$ cat src/rtl/pwm_wta_ranker.sv
`default_nettype none
// ============================================================================
// Module      : pwm_wta_ranker
// Description : Times falling edges of N_CH PWM channels against a common
//               start and ranks them by arrival (winner-take-all / k-NN masks).
// Revision    : 1.0 - initial release
// ============================================================================
module pwm_wta_ranker #(
    parameter  int N_CH  = 8,
    parameter  int CNT_W = 12,
    localparam int RW    = $clog2(N_CH) + 1
) (
    input  logic                  clk,
    input  logic                  rst,
    input  logic                  i_start,
    input  logic [N_CH-1:0]       i_pwm,
    input  logic [RW-1:0]         i_k,
    input  logic                  i_tie_mode,
    input  logic [CNT_W-1:0]      i_timeout,
    output logic                  o_busy,
    output logic                  o_done,
    output logic [N_CH-1:0]       o_valid,
    output logic [N_CH-1:0]       o_nn,
    output logic [N_CH-1:0]       o_knn,
    output logic [N_CH*RW-1:0]    o_rank,
    output logic [N_CH*CNT_W-1:0] o_count
);

    typedef enum logic [1:0] {
        ST_IDLE = 2'd0,
        ST_RUN  = 2'd1,
        ST_DONE = 2'd2
    } state_t;

    localparam logic [RW-1:0] c_NOT_FALLEN = RW'(N_CH);

    state_t           r_state;
    state_t           w_state_next;
    logic [CNT_W-1:0] r_timer;
    logic [CNT_W-1:0] r_timeout;
    logic [RW-1:0]    r_k;
    logic             r_tie_mode;
    logic [N_CH-1:0]  r_p;
    logic [N_CH-1:0]  r_valid;
    logic [RW-1:0]    r_next_rank;
    logic [CNT_W-1:0] r_count [N_CH];
    logic [RW-1:0]    r_rank  [N_CH];

    logic [N_CH-1:0]  w_fall;
    logic [RW-1:0]    w_fall_cnt;
    logic [RW-1:0]    w_new_rank [N_CH];
    logic             w_close;

    // Running popcount: in tie mode 1 each faller is offset by the number of
    // lower-index channels falling in the same cycle.
    always_comb begin
        w_fall     = r_p & ~i_pwm & ~r_valid;
        w_fall_cnt = '0;
        for (int i = 0; i < N_CH; i++) begin
            w_new_rank[i] = r_tie_mode ? (r_next_rank + w_fall_cnt) : r_next_rank;
            w_fall_cnt    = w_fall_cnt + RW'(w_fall[i]);
        end
        w_close = (&(r_valid | w_fall)) || (r_timer == r_timeout);
    end

    always_ff @(posedge clk) begin
        if (rst) begin
            r_state <= ST_IDLE;
        end else begin
            r_state <= w_state_next;
        end
    end

    always_comb begin
        w_state_next = r_state;
        case (r_state)
            ST_IDLE: if (i_start) w_state_next = ST_RUN;
            ST_RUN: begin
                if (i_start) begin
                    w_state_next = ST_RUN;
                end else if (w_close) begin
                    w_state_next = ST_DONE;
                end
            end
            ST_DONE: w_state_next = i_start ? ST_RUN : ST_IDLE;
            default: w_state_next = ST_IDLE;
        endcase
    end

    always_ff @(posedge clk) begin
        if (rst) begin
            r_timer     <= '0;
            r_timeout   <= '0;
            r_k         <= '0;
            r_tie_mode  <= 1'b0;
            r_p         <= '0;
            r_valid     <= '0;
            r_next_rank <= '0;
            for (int i = 0; i < N_CH; i++) begin
                r_count[i] <= '0;
                r_rank[i]  <= c_NOT_FALLEN;
            end
        end else if (i_start) begin
            r_timer     <= '0;
            r_timeout   <= i_timeout;
            r_k         <= i_k;
            r_tie_mode  <= i_tie_mode;
            r_p         <= '0;
            r_valid     <= '0;
            r_next_rank <= '0;
            for (int i = 0; i < N_CH; i++) begin
                r_count[i] <= '0;
                r_rank[i]  <= c_NOT_FALLEN;
            end
        end else if (r_state == ST_RUN) begin
            // Holding the timer on close keeps it from wrapping at the maximum timeout.
            if (!w_close) begin
                r_timer <= r_timer + CNT_W'(1);
            end
            r_p         <= i_pwm;
            r_valid     <= r_valid | w_fall;
            r_next_rank <= r_next_rank + w_fall_cnt;
            for (int i = 0; i < N_CH; i++) begin
                if (w_fall[i]) begin
                    r_count[i] <= r_timer;
                    r_rank[i]  <= w_new_rank[i];
                end else if (w_close && !r_valid[i]) begin
                    r_count[i] <= r_timeout;
                end
            end
        end
    end

    assign o_busy  = (r_state == ST_RUN);
    assign o_done  = (r_state == ST_DONE);
    assign o_valid = r_valid;

    for (genvar gi = 0; gi < N_CH; gi++) begin : g_out
        assign o_rank[(gi+1)*RW-1 -: RW]       = r_rank[gi];
        assign o_count[(gi+1)*CNT_W-1 -: CNT_W] = r_count[gi];
        assign o_nn[gi]  = r_valid[gi] & (r_rank[gi] == '0);
        assign o_knn[gi] = r_valid[gi] & (r_rank[gi] < r_k);
    end

endmodule
`default_nettype wire

$ cat config.mk
export PLATFORM = sky130hd
export DESIGN_NAME = pwm_wta_ranker
export DESIGN_NICKNAME = d
export VERILOG_FILES = /design/src/rtl/pwm_wta_ranker.sv
export SDC_FILE = /design/constraint.sdc
export NUM_CORES = 1
export LEC_CHECK = 0
export ABC_AREA = 0
export BUFFER_PORTS_ARGS = -buffer_cell sky130_fd_sc_hd__clkbuf_2
export CAP_MARGIN = 20
export CORE_MARGIN = 2
export CORE_UTILIZATION = 30
export DETAILED_ROUTE_END_ITERATION = 8
export PLACE_DENSITY = 0.52
export SETUP_SLACK_MARGIN = 0.3
export SLEW_MARGIN = 20
export SYNTH_ARGS = -nofsm -noshare
export SYNTH_HDL_FRONTEND = slang
export SYNTH_SLANG_ARGS = --single-unit
export TNS_END_PERCENT = 100
$ cat constraint.sdc
create_clock -name clk -period 4.1 [get_ports clk]
set_input_delay 0.41 -clock clk [delete_from_list [all_inputs] [get_ports clk]]
set_output_delay 0.41 -clock clk [all_outputs]
set_load 0.02 [all_outputs]
# Word level (Yosys, flattened, before mapping)
# Memories as Yosys holds them, arrays and structs flattened.
# Index checks and enable logic that the tools add are counted.
[totals]
register_bits = 51
latch_bits = 0
mem_bits_rw = 128
mem_bits_ro = 0
elab_cells = 276
mem_count = 2
[memory_table]
columns = ["memory", "depth", "width", "rd", "rd_clocked_by_memory_dff", "wr", "line_no", "rtl"]
rows = [
  ["r_count", 8, 12, 8, 0, 8, "46", "logic [CNT_W-1:0] r_count [N_CH];"],
  ["r_rank", 8, 4, 8, 0, 8, "47", "logic [RW-1:0] r_rank [N_CH];"],
]
[op_classes]
n_addsub = 16
mul = 0
div = 0
n_lt_le_gt_ge = 8
eq_ne = 5
shifts = 0
muxes = 145
bitwise_logic = 62
n_reduce_logical = 30
[ops]
columns = ["cell", "count"]
rows = [
  ["12-bit two-way mux", 24],
  ["1-bit two-way mux", 94],
  ["4-bit two-way mux", 23],
  ["1-bit OR", 40],
  ["4-bit logical NOT", 8],
  ["4-bit < comparator", 8],
  ["4-bit by 1-bit adder with 4-bit output", 5],
  ["4-bit adder", 5],
  ["1-bit bitwise AND", 16],
  ["8-bit bitwise AND", 2],
  ["8-bit inverter", 2],
  ["12-bit by 1-bit adder with 12-bit output, second input constant", 1],
  ["12-bit == test", 1],
  ["1-bit logical AND", 8],
  ["1-bit logical NOT", 8],
  ["8-bit OR", 1],
  ["8-bit AND reduction", 1],
  ["2-bit two-way mux", 3],
  ["2-bit one-hot mux with 3 select lines", 1],
  ["3-bit by 1-bit adder with 4-bit output", 1],
  ["4-bit by 2-bit adder with 4-bit output", 1],
  ["4-bit by 3-bit adder with 4-bit output", 1],
  ["2-bit AND reduction", 2],
  ["2-bit by 1-bit adder with 3-bit output", 1],
  ["other kinds (9)", 9],
]

# Logic depth before layout (Yosys ltp)
[depth]
ltp_word = 14
mapped_depth = 16
mapped_depth_nobuf = 16

# Least setup slack after synthesis
# No wires, ideal clock.
[synth_path]
kind = "in2reg"
startpoint = "input i_pwm[0]"
endpoint = "register r_next_rank[3]"
setup_time_ns = 0.122
arrival_time_ns = 4.151
required_time_ns = 3.978
slack_ns = -0.173
path_stages = 16
path_buffers = 0
path_cell_list = "nand2b_1 > nor2_1 > xor2_1 > ha_1 > ha_1 > inv_1 > fa_1 > inv_1 > ha_1 > ha_1 > ha_1 > ha_1 > a21o_1 > a21oi_1 > nor2_1 > a221o_1"
[synth_via]
elab_chain_cells = 11
[synth_rtl]
columns = ["item", "line_no", "rtl"]
rows = [
  ["from (decl)", "16", "input logic [N_CH-1:0] i_pwm,"],
  ["8-bit inverter", "57", "w_fall = r_p & ~i_pwm & ~r_valid;"],
  ["8-bit bitwise AND (2 in a row)", "57", ""],
  ["1-bit by 1-bit adder with 2-bit output", "61", "w_fall_cnt = w_fall_cnt + RW'(w_fall[i]);"],
  ["2-bit by 1-bit adder with 3-bit output", "61", ""],
  ["3-bit by 1-bit adder with 4-bit output", "61", ""],
  ["4-bit by 1-bit adder with 4-bit output (4 in a row)", "61", ""],
  ["4-bit adder", "122", "r_next_rank <= r_next_rank + w_fall_cnt;"],
  ["to (signal assigned)", "122", ""],
  ["to (decl)", "45", "logic [RW-1:0] r_next_rank;"],
]
# Every way passes these cells.
# A chain may end at the register's enable or synchronous reset.

# Worst setup path after layout
[layout_path]
startpoint = "register r_p[0]"
endpoint = "register r_next_rank[3]"
[layout_via]
elab_chain_cells = 10
[layout_rtl]
columns = ["item", "line_no", "rtl"]
rows = [
  ["from (decl)", "43", "logic [N_CH-1:0] r_p;"],
  ["from (signal assigned)", "120", "r_p <= i_pwm;"],
  ["8-bit bitwise AND (2 in a row)", "57", ""],
  ["1-bit by 1-bit adder with 2-bit output", "61", ""],
  ["2-bit by 1-bit adder with 3-bit output", "61", ""],
  ["3-bit by 1-bit adder with 4-bit output", "61", ""],
  ["4-bit by 1-bit adder with 4-bit output (4 in a row)", "61", ""],
  ["4-bit adder", "122", ""],
]
# Every way passes these cells.

==> impl_results.md <==
- Max Cap Violations: 0
- Initial antenna violation count: 1
- Cell variety after synth: 52
- Synth Flop Type: edfxtp_1
- Die width: 182 um
- Syn_nets: 910
- Synthesized cell area: 9480 sq um
- CTS Buffer Depth: 2
- DR iter-0 viols: 417
- EDFF count, synth: 124
- PortBufs: 181
- Nets@finish: 1,096
- Yosys reg bits: 179
- Cell area power density: 355 nW/um^2
- Tmin final: 3.67 ns
- Final Skew: 0.0151 ns
- Clock root buffer: clkbuf_16
- Filler Cells Inserted: 3,112
- Starting Density: 0.303
- First-pass GRT wire length: 44.4 mm
- Max VDD drop: 0.286 mV
- Vias: 7,174
- Detailed Place HPWL: 21.4 mm
- Final Hold Viols: 0
- Slew headroom: 0.263
- Total power: 4.12 mW
- Grt ovf: 0
- Core area: 31,300 sq um
- Crit-path max FO: 4
- Die Area: 33,100 sq um
- First drt pass iteration count: 5
- GP Congestion: 0.859
- LEAKAGE: 4.84 nW
- Final WL: 29.9 mm
- Final period utilization: 0.895
- Drt drc: 0
- DIE HEIGHT: 182 um
- Final slew viol count: 0
- Commonest non-fill, non-tap cell in the layout: clkbuf_2
- Synthesized instance count: 821
- Worst-Margin Slew: 1.10 ns
- Yosys synthesis warning count: 0
- Largest net degree at the start of global routing: 32
- DR WL/cell: 21.0 um
- Outcome: finished clean
- Io pins: 182
- Sink Count: 179
- Layout area overhead: 22.3%
- Setup_tns: 0 ns
- CP Data Required Time: 4.43 ns
- Min-delay worst type: primary input to register
- GRT Total Usage: 0.182
- Crit path DAT: 3.99 ns
- Share of cells above drive strength 1: 0.325
- Number of global-route vias before repair: 6,989
- Setup Viol. Count Final: 0
- H-tree Lvls: 4
- Most frequent cells in the layout: clkbuf_2 (181), edfxtp_1 (124), a22o_1 (86)
- Via-to-Cell Ratio: 5.04
- Seq/Total Area, Yosys: 0.509
- CTS buffer count: 17
- CTS tree: done
- Post-synth ARST share: 0
- Clk slew on worst S/H paths: 0.08 ns
- Antenna viol nets, final: 0
- Hold Buf Count CTS: 0
- Syn Area/Cell: 11.6 sq um
- Max Freq: 273 MHz
- Row count: 65
- Startpoint types: register
- Clock insertion delay at the later pin of the skew report: 0.44 ns
- Unrepaired setup endpoints after global routing: false
- Critical Path Sink Type: register
- WS Path Type: register to register
-- area by class of cell --
class | count | area, sq um | share of cell area
Timing Repair Buffer | 229 | 1270 | 0.109
Clock buffer | 17 | 425 | 0.0367
Clock inverter | 15 | 174 | 0.0150
Sequential cell | 179 | 4830 | 0.417
Multi-Input combinational cell | 567 | 4350 | 0.375
Antenna cell | 1 | 2.50 | 0.000216
Inverter | 13 | 48.8 | 0.00421
Tap cell | 402 | 503 | 0.0434
-- cell usage after synthesis (17+ instances only) --
cell type / n / area [sq um]
clkbuf_1: 26 / 97.6
nand2b_1: 17 / 106
mux2i_1: 22 / 220
edfxtp_1: 124 / 3720
nor2_1: 63 / 236
dfxtp_1: 55 / 1100
nand2_1: 81 / 304
a21oi_1: 54 / 270
a22o_1: 86 / 753
ha_1: 52 / 651
xnor2_1: 28 / 245
-- where the power goes --
part           internal [mW]  total (mW)  switching [mW]
Clock                  0.830        1.68           0.851
Combinational          0.125       0.396           0.271
Sequential              1.99        2.05          0.0537
Total                   2.95        4.12            1.18
-- metrics by stage --
| step | std cells | setup slack, ns | hold slack (ns) | utilization | cell area [sq um] |
|---|---|---|---|---|---|
| after floorplan | 821 | 0.304 | 0.422 | - | 9560 |
| after global placement | 1384 | 0.0307 | 0.436 | 0.348 | 10900 |
| after detailed placement | 1384 | 0.0179 | 0.441 | 0.348 | 10900 |
| after CTS | 1419 | 0.304 | 0.194 | 0.368 | 11500 |
| after global routing | 1422 | 0.313 | 0.190 | 0.370 | 11600 |
| final | 1423 | 0.431 | 0.207 | 0.371 | 11600 |
-- registers in the layout, summed over array words and instances, names as in the netlist --
signal and flops:
r_count 96, r_rank 32, r_timeout 12, r_timer 12, o_valid 8, r_p 8
r_k 4, r_next_rank 4, r_state 2, r_tie_mode 1
-- path summary, 6_finish.rpt --
kind                      from        endpoint  slack (ns)  cells past startpoint
setup / recovery        r_p[0]  r_next_rank[3]        0.43                     16
setup reg to reg        r_p[0]  r_next_rank[3]        0.43                     16
hold / removal    i_timeout[3]    r_timeout[3]        0.21                      3
hold reg to reg     r_state[1]      r_state[0]        0.46                      1
-- critical path, stage by stage, from the launching register on --
cell and delay (ns):
dfxtp_2 0.34, nand2b_4 0.09, nor2_4 0.04, xor2_2 0.18
ha_1 0.30, ha_2 0.17, inv_1 0.05, fa_1 0.55
inv_2 0.07, ha_4 0.30, ha_4 0.22, ha_4 0.25
ha_1 0.29, a21o_1 0.17, a21oi_2 0.12, nor2_1 0.05
a221o_1 0.35
-- timing repair --
item,CTS,global route
pin swaps,4,7
setup endpoints to repair,1,4
resized for setup,0,11
setup buffers,3,3
-- routing by layer --
layer,vias up,wire (um),track usage
met5,-,0,0
met3,22,1790,0.0403
met4,0,280,0.0322
li1,3390,-,-
met2,263,14600,0.309
met1,3499,13300,0.239
-- kinds of logic (layout without fill, tap and decap cells) --
kind of cell               Yosys count  in the layout  share of synthesized area
AOI/OAI and AO/OA                  186            186                      0.146
xor gates and xnor gates            39             39                     0.0376
adders and majority gates           61             61                     0.0876
buffers and inverters               75            274                     0.0442
DFF                                179            179                      0.509
muxes                               23             23                     0.0244
other                                0              1                          0
and+or+nand+nor                    258            258                      0.151
Note: power is estimated with default switching activity, not from simulation.
